`config.mk`:
```
export PLATFORM = sky130hd
export DESIGN_NAME = regfile_mp_flat
export DESIGN_NICKNAME = d
export VERILOG_FILES = /design/src/rtl/regfile_mp_if.sv /design/src/rtl/regfile_mp.sv /design/src/flat_wrapper.sv
export SDC_FILE = /design/constraint.sdc
export NUM_CORES = 1
export LEC_CHECK = 0
export CAP_MARGIN = 20
export CORE_ASPECT_RATIO = 0.7
export CORE_UTILIZATION = 34
export CTS_CLUSTER_DIAMETER = 50
export DETAILED_ROUTE_END_ITERATION = 10
export GPL_TIMING_DRIVEN = 0
export PLACE_DENSITY_LB_ADDON = 0.15
export RECOVER_POWER = 100
export SETUP_SLACK_MARGIN = 0.3
export SYNTH_ARGS = -nofsm -noshare
export SYNTH_HDL_FRONTEND = slang
export SYNTH_SLANG_ARGS = --single-unit
```
`constraint.sdc`:
```
create_clock -name clk -period 3.15 [get_ports clk]
set_input_delay 0.945 -clock clk [delete_from_list [all_inputs] [get_ports clk]]
set_output_delay 0.945 -clock clk [all_outputs]
set_load 0.01 [all_outputs]
```
`src/rtl/regfile_mp_if.sv`:
```
// Bundles the read, write-back, reservation and status signals of regfile_mp.
// The master side (decode/write-back logic) drives addresses and data; the slave is the register file.
interface regfile_mp_if #(
  parameter int DATA_W = 16,
  parameter int ADDR_W = 4,
  parameter int NUM_RD = 3
);
  localparam int DEPTH = 1 << ADDR_W;

  logic [NUM_RD*ADDR_W-1:0] A_Rd;
  logic [NUM_RD-1:0]        C_RdEn;
  logic [NUM_RD*DATA_W-1:0] D_Rd;
  logic [NUM_RD-1:0]        C_RdValid;

  logic                     C_WrEn0;
  logic [ADDR_W-1:0]        A_Wr0;
  logic [DATA_W-1:0]        D_Wr0;
  logic                     C_WrEn1;
  logic [ADDR_W-1:0]        A_Wr1;
  logic [DATA_W-1:0]        D_Wr1;

  logic                     C_Reserve;
  logic [ADDR_W-1:0]        A_Reserve;
  logic [DEPTH-1:0]         D_Pending;
  logic                     C_Stall;
  logic                     C_Err;

  modport master (
    output A_Rd, C_RdEn, C_WrEn0, A_Wr0, D_Wr0, C_WrEn1, A_Wr1, D_Wr1,
           C_Reserve, A_Reserve,
    input  D_Rd, C_RdValid, D_Pending, C_Stall, C_Err
  );

  modport slave (
    input  A_Rd, C_RdEn, C_WrEn0, A_Wr0, D_Wr0, C_WrEn1, A_Wr1, D_Wr1,
           C_Reserve, A_Reserve,
    output D_Rd, C_RdValid, D_Pending, C_Stall, C_Err
  );
endinterface

```
`src/rtl/regfile_mp.sv`:
```
// Multi-port register file: registered reads with same-cycle write bypass,
// two write-back ports (port 1 wins) and a pending-load scoreboard that drives the stall.
module regfile_mp #(
  parameter int DATA_W   = 16,
  parameter int ADDR_W   = 4,
  parameter int NUM_RD   = 3,
  parameter bit ZERO_REG = 1'b1
) (
  input  logic         clk,
  input  logic         rst,
  regfile_mp_if.slave  bus
);
  localparam int DEPTH = 1 << ADDR_W;

  logic [DATA_W-1:0] mem_q [DEPTH];
  logic [DATA_W-1:0] rd_data_q [NUM_RD];
  logic [NUM_RD-1:0] rd_valid_q;
  logic [DEPTH-1:0]  pending_q, pending_d;
  logic              err_q, err_d;

  logic [DEPTH-1:0]  wr0_dec, wr1_dec, clr_dec, res_dec;
  logic [ADDR_W-1:0] rd_addr [NUM_RD];
  logic [DATA_W-1:0] rd_byp  [NUM_RD];
  logic [NUM_RD-1:0] hazard;

  // Register 0 is hard-wired when ZERO_REG is set: writes and reservations to it vanish.
  function automatic logic is_zero_reg(input logic [ADDR_W-1:0] addr);
    return ZERO_REG && (addr == '0);
  endfunction

  always_comb begin
    wr0_dec = '0;
    wr1_dec = '0;
    clr_dec = '0;
    res_dec = '0;
    if (bus.C_WrEn0 && !is_zero_reg(bus.A_Wr0))
      wr0_dec = DEPTH'(1) << bus.A_Wr0;
    if (bus.C_WrEn1 && !is_zero_reg(bus.A_Wr1))
      wr1_dec = DEPTH'(1) << bus.A_Wr1;
    if (bus.C_WrEn1)
      clr_dec = DEPTH'(1) << bus.A_Wr1;
    if (bus.C_Reserve && !is_zero_reg(bus.A_Reserve))
      res_dec = DEPTH'(1) << bus.A_Reserve;
  end

  // A reservation landing on the register being cleared is a new load and wins.
  always_comb begin
    pending_d = (pending_q & ~clr_dec) | res_dec;
    err_d     = (bus.C_WrEn0 && pending_q[bus.A_Wr0]) ||
                (|(res_dec & pending_q & ~clr_dec));
  end

  for (genvar i = 0; i < NUM_RD; i++) begin : g_rd
    assign rd_addr[i] = bus.A_Rd[i*ADDR_W +: ADDR_W];

    // The hazard term uses only addresses, enables and scoreboard state, never write data.
    assign hazard[i] = bus.C_RdEn[i] && pending_q[rd_addr[i]] &&
                       !(bus.C_WrEn1 && (bus.A_Wr1 == rd_addr[i]));

    always_comb begin
      rd_byp[i] = mem_q[rd_addr[i]];
      if (is_zero_reg(rd_addr[i]))
        rd_byp[i] = '0;
      else if (bus.C_WrEn1 && (bus.A_Wr1 == rd_addr[i]))
        rd_byp[i] = bus.D_Wr1;
      else if (bus.C_WrEn0 && (bus.A_Wr0 == rd_addr[i]))
        rd_byp[i] = bus.D_Wr0;
    end

    assign bus.D_Rd[i*DATA_W +: DATA_W] = rd_data_q[i];
  end

  // NOTE: the array is reset on purpose -- software relies on every register reading 0
  // after reset, so this storage cannot be mapped to a reset-less RAM macro.
  always_ff @(posedge clk or negedge rst) begin
    if (!rst) begin
      for (int r = 0; r < DEPTH; r++) mem_q[r] <= '0;
    end else begin
      for (int r = 0; r < DEPTH; r++) begin
        if (wr1_dec[r])      mem_q[r] <= bus.D_Wr1;
        else if (wr0_dec[r]) mem_q[r] <= bus.D_Wr0;
      end
    end
  end

  always_ff @(posedge clk or negedge rst) begin
    if (!rst) begin
      for (int i = 0; i < NUM_RD; i++) rd_data_q[i] <= '0;
      rd_valid_q <= '0;
    end else begin
      for (int i = 0; i < NUM_RD; i++) begin
        if (bus.C_RdEn[i]) begin
          rd_data_q[i]  <= rd_byp[i];
          rd_valid_q[i] <= !hazard[i];
        end
      end
    end
  end

  always_ff @(posedge clk or negedge rst) begin
    if (!rst) begin
      pending_q <= '0;
      err_q     <= 1'b0;
    end else begin
      pending_q <= pending_d;
      err_q     <= err_d;
    end
  end

  assign bus.C_RdValid = rd_valid_q;
  assign bus.D_Pending = pending_q;
  assign bus.C_Stall   = |hazard;
  assign bus.C_Err     = err_q;

endmodule

```
`src/flat_wrapper.sv`:
```
// flat-port wrapper written by rule: the top's interface ports become plain ports
module regfile_mp_flat 
#(
  parameter int DATA_W   = 16,
  parameter int ADDR_W   = 4,
  parameter int NUM_RD   = 3,
  parameter bit ZERO_REG = 1'b1
)
  (clk, rst, bus_A_Rd, bus_C_RdEn, bus_C_WrEn0, bus_A_Wr0, bus_D_Wr0, bus_C_WrEn1, bus_A_Wr1, bus_D_Wr1, bus_C_Reserve, bus_A_Reserve, bus_D_Rd, bus_C_RdValid, bus_D_Pending, bus_C_Stall, bus_C_Err);
  regfile_mp_if #(.DATA_W(DATA_W), .ADDR_W(ADDR_W), .NUM_RD(NUM_RD)) bus_i ();
  input  logic clk;
  input  logic rst;
  input wire logic [$bits(bus_i.A_Rd)-1:0] bus_A_Rd;
  input wire logic [$bits(bus_i.C_RdEn)-1:0] bus_C_RdEn;
  input wire logic [$bits(bus_i.C_WrEn0)-1:0] bus_C_WrEn0;
  input wire logic [$bits(bus_i.A_Wr0)-1:0] bus_A_Wr0;
  input wire logic [$bits(bus_i.D_Wr0)-1:0] bus_D_Wr0;
  input wire logic [$bits(bus_i.C_WrEn1)-1:0] bus_C_WrEn1;
  input wire logic [$bits(bus_i.A_Wr1)-1:0] bus_A_Wr1;
  input wire logic [$bits(bus_i.D_Wr1)-1:0] bus_D_Wr1;
  input wire logic [$bits(bus_i.C_Reserve)-1:0] bus_C_Reserve;
  input wire logic [$bits(bus_i.A_Reserve)-1:0] bus_A_Reserve;
  output wire logic [$bits(bus_i.D_Rd)-1:0] bus_D_Rd;
  output wire logic [$bits(bus_i.C_RdValid)-1:0] bus_C_RdValid;
  output wire logic [$bits(bus_i.D_Pending)-1:0] bus_D_Pending;
  output wire logic [$bits(bus_i.C_Stall)-1:0] bus_C_Stall;
  output wire logic [$bits(bus_i.C_Err)-1:0] bus_C_Err;
  assign bus_i.A_Rd = bus_A_Rd;
  assign bus_i.C_RdEn = bus_C_RdEn;
  assign bus_i.C_WrEn0 = bus_C_WrEn0;
  assign bus_i.A_Wr0 = bus_A_Wr0;
  assign bus_i.D_Wr0 = bus_D_Wr0;
  assign bus_i.C_WrEn1 = bus_C_WrEn1;
  assign bus_i.A_Wr1 = bus_A_Wr1;
  assign bus_i.D_Wr1 = bus_D_Wr1;
  assign bus_i.C_Reserve = bus_C_Reserve;
  assign bus_i.A_Reserve = bus_A_Reserve;
  assign bus_D_Rd = bus_i.D_Rd;
  assign bus_C_RdValid = bus_i.C_RdValid;
  assign bus_D_Pending = bus_i.D_Pending;
  assign bus_C_Stall = bus_i.C_Stall;
  assign bus_C_Err = bus_i.C_Err;
  regfile_mp #(.DATA_W(DATA_W), .ADDR_W(ADDR_W), .NUM_RD(NUM_RD), .ZERO_REG(ZERO_REG)) u_core (.clk(clk), .rst(rst), .bus(bus_i));
endmodule
```
; Word level (Yosys, flattened, before mapping)
; Index checks and enable logic that the tools add are counted.
[word_totals]
regBits = 324
output_inout_bits = 69
[classes]
bitwise_logic = 8
shifts = 3
mux = 62
eq_ne = 6
reduce_logical = 50
magnitude_cmp = 7
[ops]
columns = cell, n
row1 = $mux 16, 51
row2 = $bmux 16 s4, 3
row3 = $and 16x16->16, 3
row4 = $shl 1x4->16 const A, 3
row5 = $reduce_bool 2->1, 16
row6 = $eq 4x4->1, 6
row7 = $logic_not 4->1, 6
row8 = $lt 4x5->1 const B, 4
row9 = $bmux 1 s4, 4
row10 = $logic_and 1x1->1, 16
row11 = $not 16->16, 1
row12 = $or 16x16->16, 1
row13 = $reduce_or 16->1, 1
row14 = $ge 5x5->1 const B, 3
row15 = $not 4->5, 3
row16 = $logic_not 1->1, 9
row17 = $mux 1, 4
row18 = $reduce_or 3->1, 1
row19 = $logic_or 1x1->1, 1

; Logic depth before layout (Yosys ltp)
[depth]
word_depth = 8
ltp_mapped = 8
ltp_nobuf = 5

; Least setup slack after synthesis
; Ideal clock, no wire load.
[synth_timing]
path_kind = input -> output
startpoint = input port bus_A_Rd[4]
endpoint = output port bus_C_Stall
path_stages = 7
setup_slack_ps = -150
arrival_ps = 2355
n_path_buf = 3
required_ps = 2205
path_cell_list = buf_2 -> buf_2 -> buf_2 -> nand3b_1 -> nand4_1 -> or3_1 -> nand3_1
[synth_between]
elab_chain_len = 5
word_cells_on_any_way = 8
cone_classes = 1 x eq/ne / 2 x mux / 5 x reduce/logical
[synth_lines]
columns = item, line_no
row1 = "start, declared", flat_wrapper.sv:13  ; input wire logic [$bits(bus_i.A_Rd)-1:0] bus_A_Rd;
row2 = $bmux 1 s4 / $eq 4x4->1 (equally long branches), "regfile_mp.sv:57, regfile_mp.sv:58"
row3 = $mux 1 (implied by the code) / $logic_and 1x1->1 (equally long branches), "regfile_mp.sv:57, regfile_mp.sv:58"
row4 = $logic_and 1x1->1 / $logic_not 1->1 (equally long branches), "regfile_mp.sv:57, regfile_mp.sv:58"
row5 = $logic_and 1x1->1 (*), regfile_mp.sv:57  ; assign hazard[i] = bus.C_RdEn[i] && pending_q[rd_addr[i]] &&
row6 = $reduce_or 3->1 (*), regfile_mp.sv:112  ; assign bus.C_Stall = |hazard;
row7 = "end, declared", flat_wrapper.sv:26  ; output wire logic [$bits(bus_i.C_Stall)-1:0] bus_C_Stall;
; Mark *: on every way between the ends. The rest lies on a longest branch, timed or not. The select of a mux whose other input is x is not followed.

; Worst setup path in the final report
[layout_timing]
startpoint = input port bus_A_Rd[6]
endpoint = output port bus_C_Stall
; The elaborated chain is that of the path after synthesis.

==> results.txt <==
The number of sinks on the clock net came out at 324. The synthesized flop and latch total is 324. Across the run, the number of max-cap violations was 1. The layout has 6,457 filler cells. The total count of max-transition violations in the final report is 97.

The finished cells cover 26,700 um2. The final routed DRC violation total came out at 2. The post-synthesis area per instance came out at 9.97 um2. The mean number of vias per cell is 6.02.

TritonCTS built the clock tree. The horizontal extent of the die is 308 um. The number of buffers inserted for hold repair after clock tree synthesis is 0. The die footprint came out at 66,600 um2.

The number of enable flip-flop cells after synthesis came out at 0. The final worst clock skew came out at 0.0195 ns. In this run the worst hold path is classified as in2async. The clock-pin transition on the worst setup and hold timing paths is 0.05 ns. The max-slew headroom at the worst pin came out at -6.18%. The worst path setup slack after routing is -0.302 ns. The worst path in the final design needs a cycle of 3.45 ns, including I/O delays and setup. The synthesis warning total is 0. In the final routed layout, each cell accounts on average for 30.5 um.

The count of buffers from port buffering is 86. The detailed router's first-iteration violation count is 2,610. The share of the clock period used by the worst path after layout is 110%. The layout overhead on the synthesized area is 19.9%. The final non-filler cell total came out at 3,336. The number of CTS-inserted buffers came out at 43. In this design, the critical path's most frequently occurring cell is sky130_fd_sc_hd__buf_8. Based on the critical path, the design can be clocked at up to 290 MHz. At the worst endpoint, the required time is 2.20 ns. The first global-routing pass estimated 144,000 um of wire. Setup violations remaining at the end of the flow were counted as 86. The cell count after synthesis came out at 2,233.

STA classifies the critical path endpoint as a primary output. The initial antenna violation count came out at 2. The total I/O pin count came out at 133. The cell area after placement came out at 24,400 um2.

The placeable core region came out at 64,800 um2. The flow ran to the end, but the final reports show violations. The checks that failed: DRC, capacitance limit, slew limit, setup timing.

The number of global-route vias before repair is 19,254. The number of nets still failing antenna checks after routing came out at 0. Sequential elements use 36.4% of the synthesized area. The die is 216 um tall. The flip-flop and latch area came out at 8110 um2.

STA classifies the critical path startpoint as an input port. The largest individual stage delay along the critical path comes from the cell sky130_fd_sc_hd__or3_4. After routing, the total negative slack on setup checks comes to -6.97 ns.

The global placement routability congestion came out at 0.969. The row count is 78. The maximum count of clock buffers along a single path came out at 3. The number of iterations in the first detailed-routing pass is 8.

The signal arrival time at the worst endpoint is 2.51 ns. The net count after synthesis is 2,297. Summed over all cells, the static leakage comes to 0.0111 uW. The critical path goes through buf_8 > buf_12 > buf_8 > nand2_1 > o2111ai_1 > nand4_1 > or3_4 > nand3_4 > buf_6.

The worst-case IR drop observed on VDD is 0.000332 V. The later-pin clock latency in the skew report came out at 0.59 ns. The initial standard-cell utilization of the core came out at 34.4%. Setup repair after global routing could not meet its margin everywhere.

The power per standard cell area is 621 nW/um2. The final hold violation count was 0. Counting flops with an async set or reset pin after synthesis yields a share of 100%. CTS built an H-tree with a depth of 2. The maximum cell stage delay along the critical path is 0.39 ns. The final global-route overflow total is 0. The count of buffering cells on the critical path with inverters included is 4. The maximum fanout encountered on the critical timing path is 10. The number of different library cells used by synthesis comes to 70.

The area of combinational cells with multiple inputs is 13,000 um2. The kind of cell with the highest combined delay along the critical path is simple AND/OR/NAND/NOR gates. At the end of the flow, the number of nets in the layout was 2,487.

The commonest register cell after synthesis is sky130_fd_sc_hd__dfrtp_1. The aggregate global-route resource usage came out at 30.3%. The actual slew at the worst max-slew pin is 1.59 ns. The largest net degree at the start of global routing came out at 98. The root buffer cell chosen for the clock tree is sky130_fd_sc_hd__clkbuf_16. The proportion of layout cells with a drive suffix above 1 came out at 18.7%. The number of instances in the placed design came out at 3,202. The detailed-route wire length is 102,000 um. The overall via count from detail_route is 20,093. The classification of the worst setup path is in2out. The placed wire-length estimate is 81,200 um.

The combined area of all synthesized cells came out at 22,300 um2.
[what timing repair did]
action,in CTS,in global routing
gates resized for setup,170,27
pin swaps,17,7
endpoints found under the setup margin,132,60
gates cloned,2,0
setup buffers,43,11
endpoints found under the hold margin,0,0
[where the power goes]
group	switching, uW	leakage (uW)	internal (uW)	total [uW]
Sequential	1440	0.00384	5150	6580
Combinational	2540	0.00651	2360	4910
Clock	2100	0.000710	3020	5110
Total	6070	0.0111	10500	16600
[metrics by stage]
stage | hold WS, ns | setup WS (ns) | utilization, % | power (uW)
final | 0.346 | -0.302 | 41.2 | 16600
after global routing | 0.410 | -0.289 | 41.2 | 17200
after floorplan | 0.466 | -0.0779 | - | 8940
after global placement | 0.463 | -14.26 | 37.5 | 11100
after CTS | 0.381 | -0.218 | 41.1 | 16500
after detailed placement | 0.469 | -1.73 | 37.6 | 11200
[kinds of logic (layout without fill, tap and decap cells)]
family,Yosys count,count (layout),synth area share (%)
other,0,1,0
and+or+nand+nor,565,565,11.9
buffers and inverters,276,498,5.64
DFF,324,324,36.4
muxes,486,486,29.5
xor gates and xnor gates,22,22,0.865
AOI/OAI and AO/OA,560,560,15.7
[routing by layer]
layer	GRT usage [%]	vias to the layer above	wire length (um)
met5	0	-	0
met4	5.66	0	1730
met3	10.7	104	12200
met2	38.8	1082	38700
met1	47.8	10298	49200
li1	-	8609	-
[cell usage in the layout, fill, tap and decap left out, types with 40 or more instances in the layout]
cell                            instances
sky130_fd_sc_hd__clkbuf_1             155
sky130_fd_sc_hd__nor2b_1               40
sky130_fd_sc_hd__mux2i_1              347
sky130_fd_sc_hd__buf_4                 73
sky130_fd_sc_hd__o21ai_0              100
sky130_fd_sc_hd__a21oi_1              162
sky130_fd_sc_hd__clkbuf_16             45
sky130_fd_sc_hd__nor2_1               199
sky130_fd_sc_hd__mux4_2               136
sky130_fd_sc_hd__dlygate4sd3_1         63
sky130_fd_sc_hd__nand2_1              201
sky130_fd_sc_hd__dfrtp_1              321
sky130_fd_sc_hd__o22ai_1               70
[worst paths after layout]
kind | startpoint | endpoint | slack, ns | depth (start not counted)
worst max-delay path | bus_A_Rd[6] | bus_C_Stall | -0.30 | 9
worst min-delay path | rst | u_core.bus.D_Rd[47]$_DFFE_PN0P_ | 0.35 | 1
worst max register to register | u_core.bus.D_Pending[3]$_DFF_PN0_ | u_core.bus.C_Err$_DFF_PN0_ | 1.04 | 6
worst min register to register | u_core.bus.C_RdValid[0]$_DFFE_PN0P_ | u_core.bus.C_RdValid[0]$_DFFE_PN0P_ | 0.48 | 1
max in group asynchronous | rst | u_core.mem_q[12]$_DFFE_PN0P_ | 0.19 | 4
min in group clk | u_core.bus.C_RdValid[0]$_DFFE_PN0P_ | u_core.bus.C_RdValid[0]$_DFFE_PN0P_ | 0.48 | 1
[synth_stat cells, types with 3 or more instances]
library cell	number	share of area, %
sky130_fd_sc_hd__mux2i_1	347	16
sky130_fd_sc_hd__dfrtp_1	324	36
sky130_fd_sc_hd__nand2_1	204	3.4
sky130_fd_sc_hd__nor2_1	196	3.3
sky130_fd_sc_hd__a21oi_1	162	3.6
sky130_fd_sc_hd__clkbuf_1	146	2.5
sky130_fd_sc_hd__mux4_2	136	14
sky130_fd_sc_hd__buf_2	74	1.7
sky130_fd_sc_hd__o21ai_0	72	1.6
sky130_fd_sc_hd__o22ai_1	71	2.0
sky130_fd_sc_hd__o21ai_1	48	1.1
sky130_fd_sc_hd__nor2b_1	40	1.1
sky130_fd_sc_hd__a31oi_1	36	1.0
sky130_fd_sc_hd__a211oi_1	35	1.2
sky130_fd_sc_hd__and3_1	34	0.95
sky130_fd_sc_hd__a22oi_1	32	1.1
sky130_fd_sc_hd__buf_4	24	0.81
sky130_fd_sc_hd__a21oi_2	20	0.79
sky130_fd_sc_hd__o21ai_2	20	0.79
sky130_fd_sc_hd__buf_1	18	0.30
sky130_fd_sc_hd__a22o_1	17	0.67
sky130_fd_sc_hd__a221o_1	16	0.72
sky130_fd_sc_hd__xor2_1	15	0.59
sky130_fd_sc_hd__nand3_1	13	0.29
sky130_fd_sc_hd__inv_1	8	0.13
sky130_fd_sc_hd__nand2b_1	8	0.22
sky130_fd_sc_hd__nor3_1	8	0.18
sky130_fd_sc_hd__a21o_1	7	0.24
sky130_fd_sc_hd__xnor2_1	7	0.28
sky130_fd_sc_hd__and2_1	6	0.17
sky130_fd_sc_hd__nand3b_1	6	0.20
sky130_fd_sc_hd__or3b_1	6	0.24
sky130_fd_sc_hd__buf_6	5	0.25
sky130_fd_sc_hd__or3_1	5	0.14
sky130_fd_sc_hd__and3b_1	4	0.16
sky130_fd_sc_hd__nor2_4	4	0.20
sky130_fd_sc_hd__o211ai_1	4	0.13
sky130_fd_sc_hd__nand4_1	3	0.084
sky130_fd_sc_hd__nor2_2	3	0.084
sky130_fd_sc_hd__o21a_1	3	0.10
[layout make-up]
| cell class | instances | share of cell area (%) |
|---|---|---|
| buffer | 267 | 6.01 |
| antenna | 1 | 0.00937 |
| sequential | 324 | 30.4 |
| clock inverter | 18 | 0.749 |
| clock buffer | 59 | 4.64 |
| inverter | 9 | 0.145 |
| timing repair buffer | 145 | 5.26 |
| multi-input combinational | 1633 | 48.7 |
| tap | 880 | 4.12 |
[sequential cells by signal, summed over array words and instances (netlist names)]
name / flops
u_core.bus.C_Err: 1
u_core.bus.C_RdValid: 3
u_core.bus.D_Pending: 16
u_core.bus.D_Rd: 48
u_core.mem_q: 256
[worst register-to-register path, delay by kind of cell (launching register included)]
family	cells	cell delay, ns
buffers and inverters	1	0.19
DFF	1	0.48
muxes	2	0.58
and+or+nand+nor	3	0.74
No activity file was read; power rests on OpenSTA's default activity.
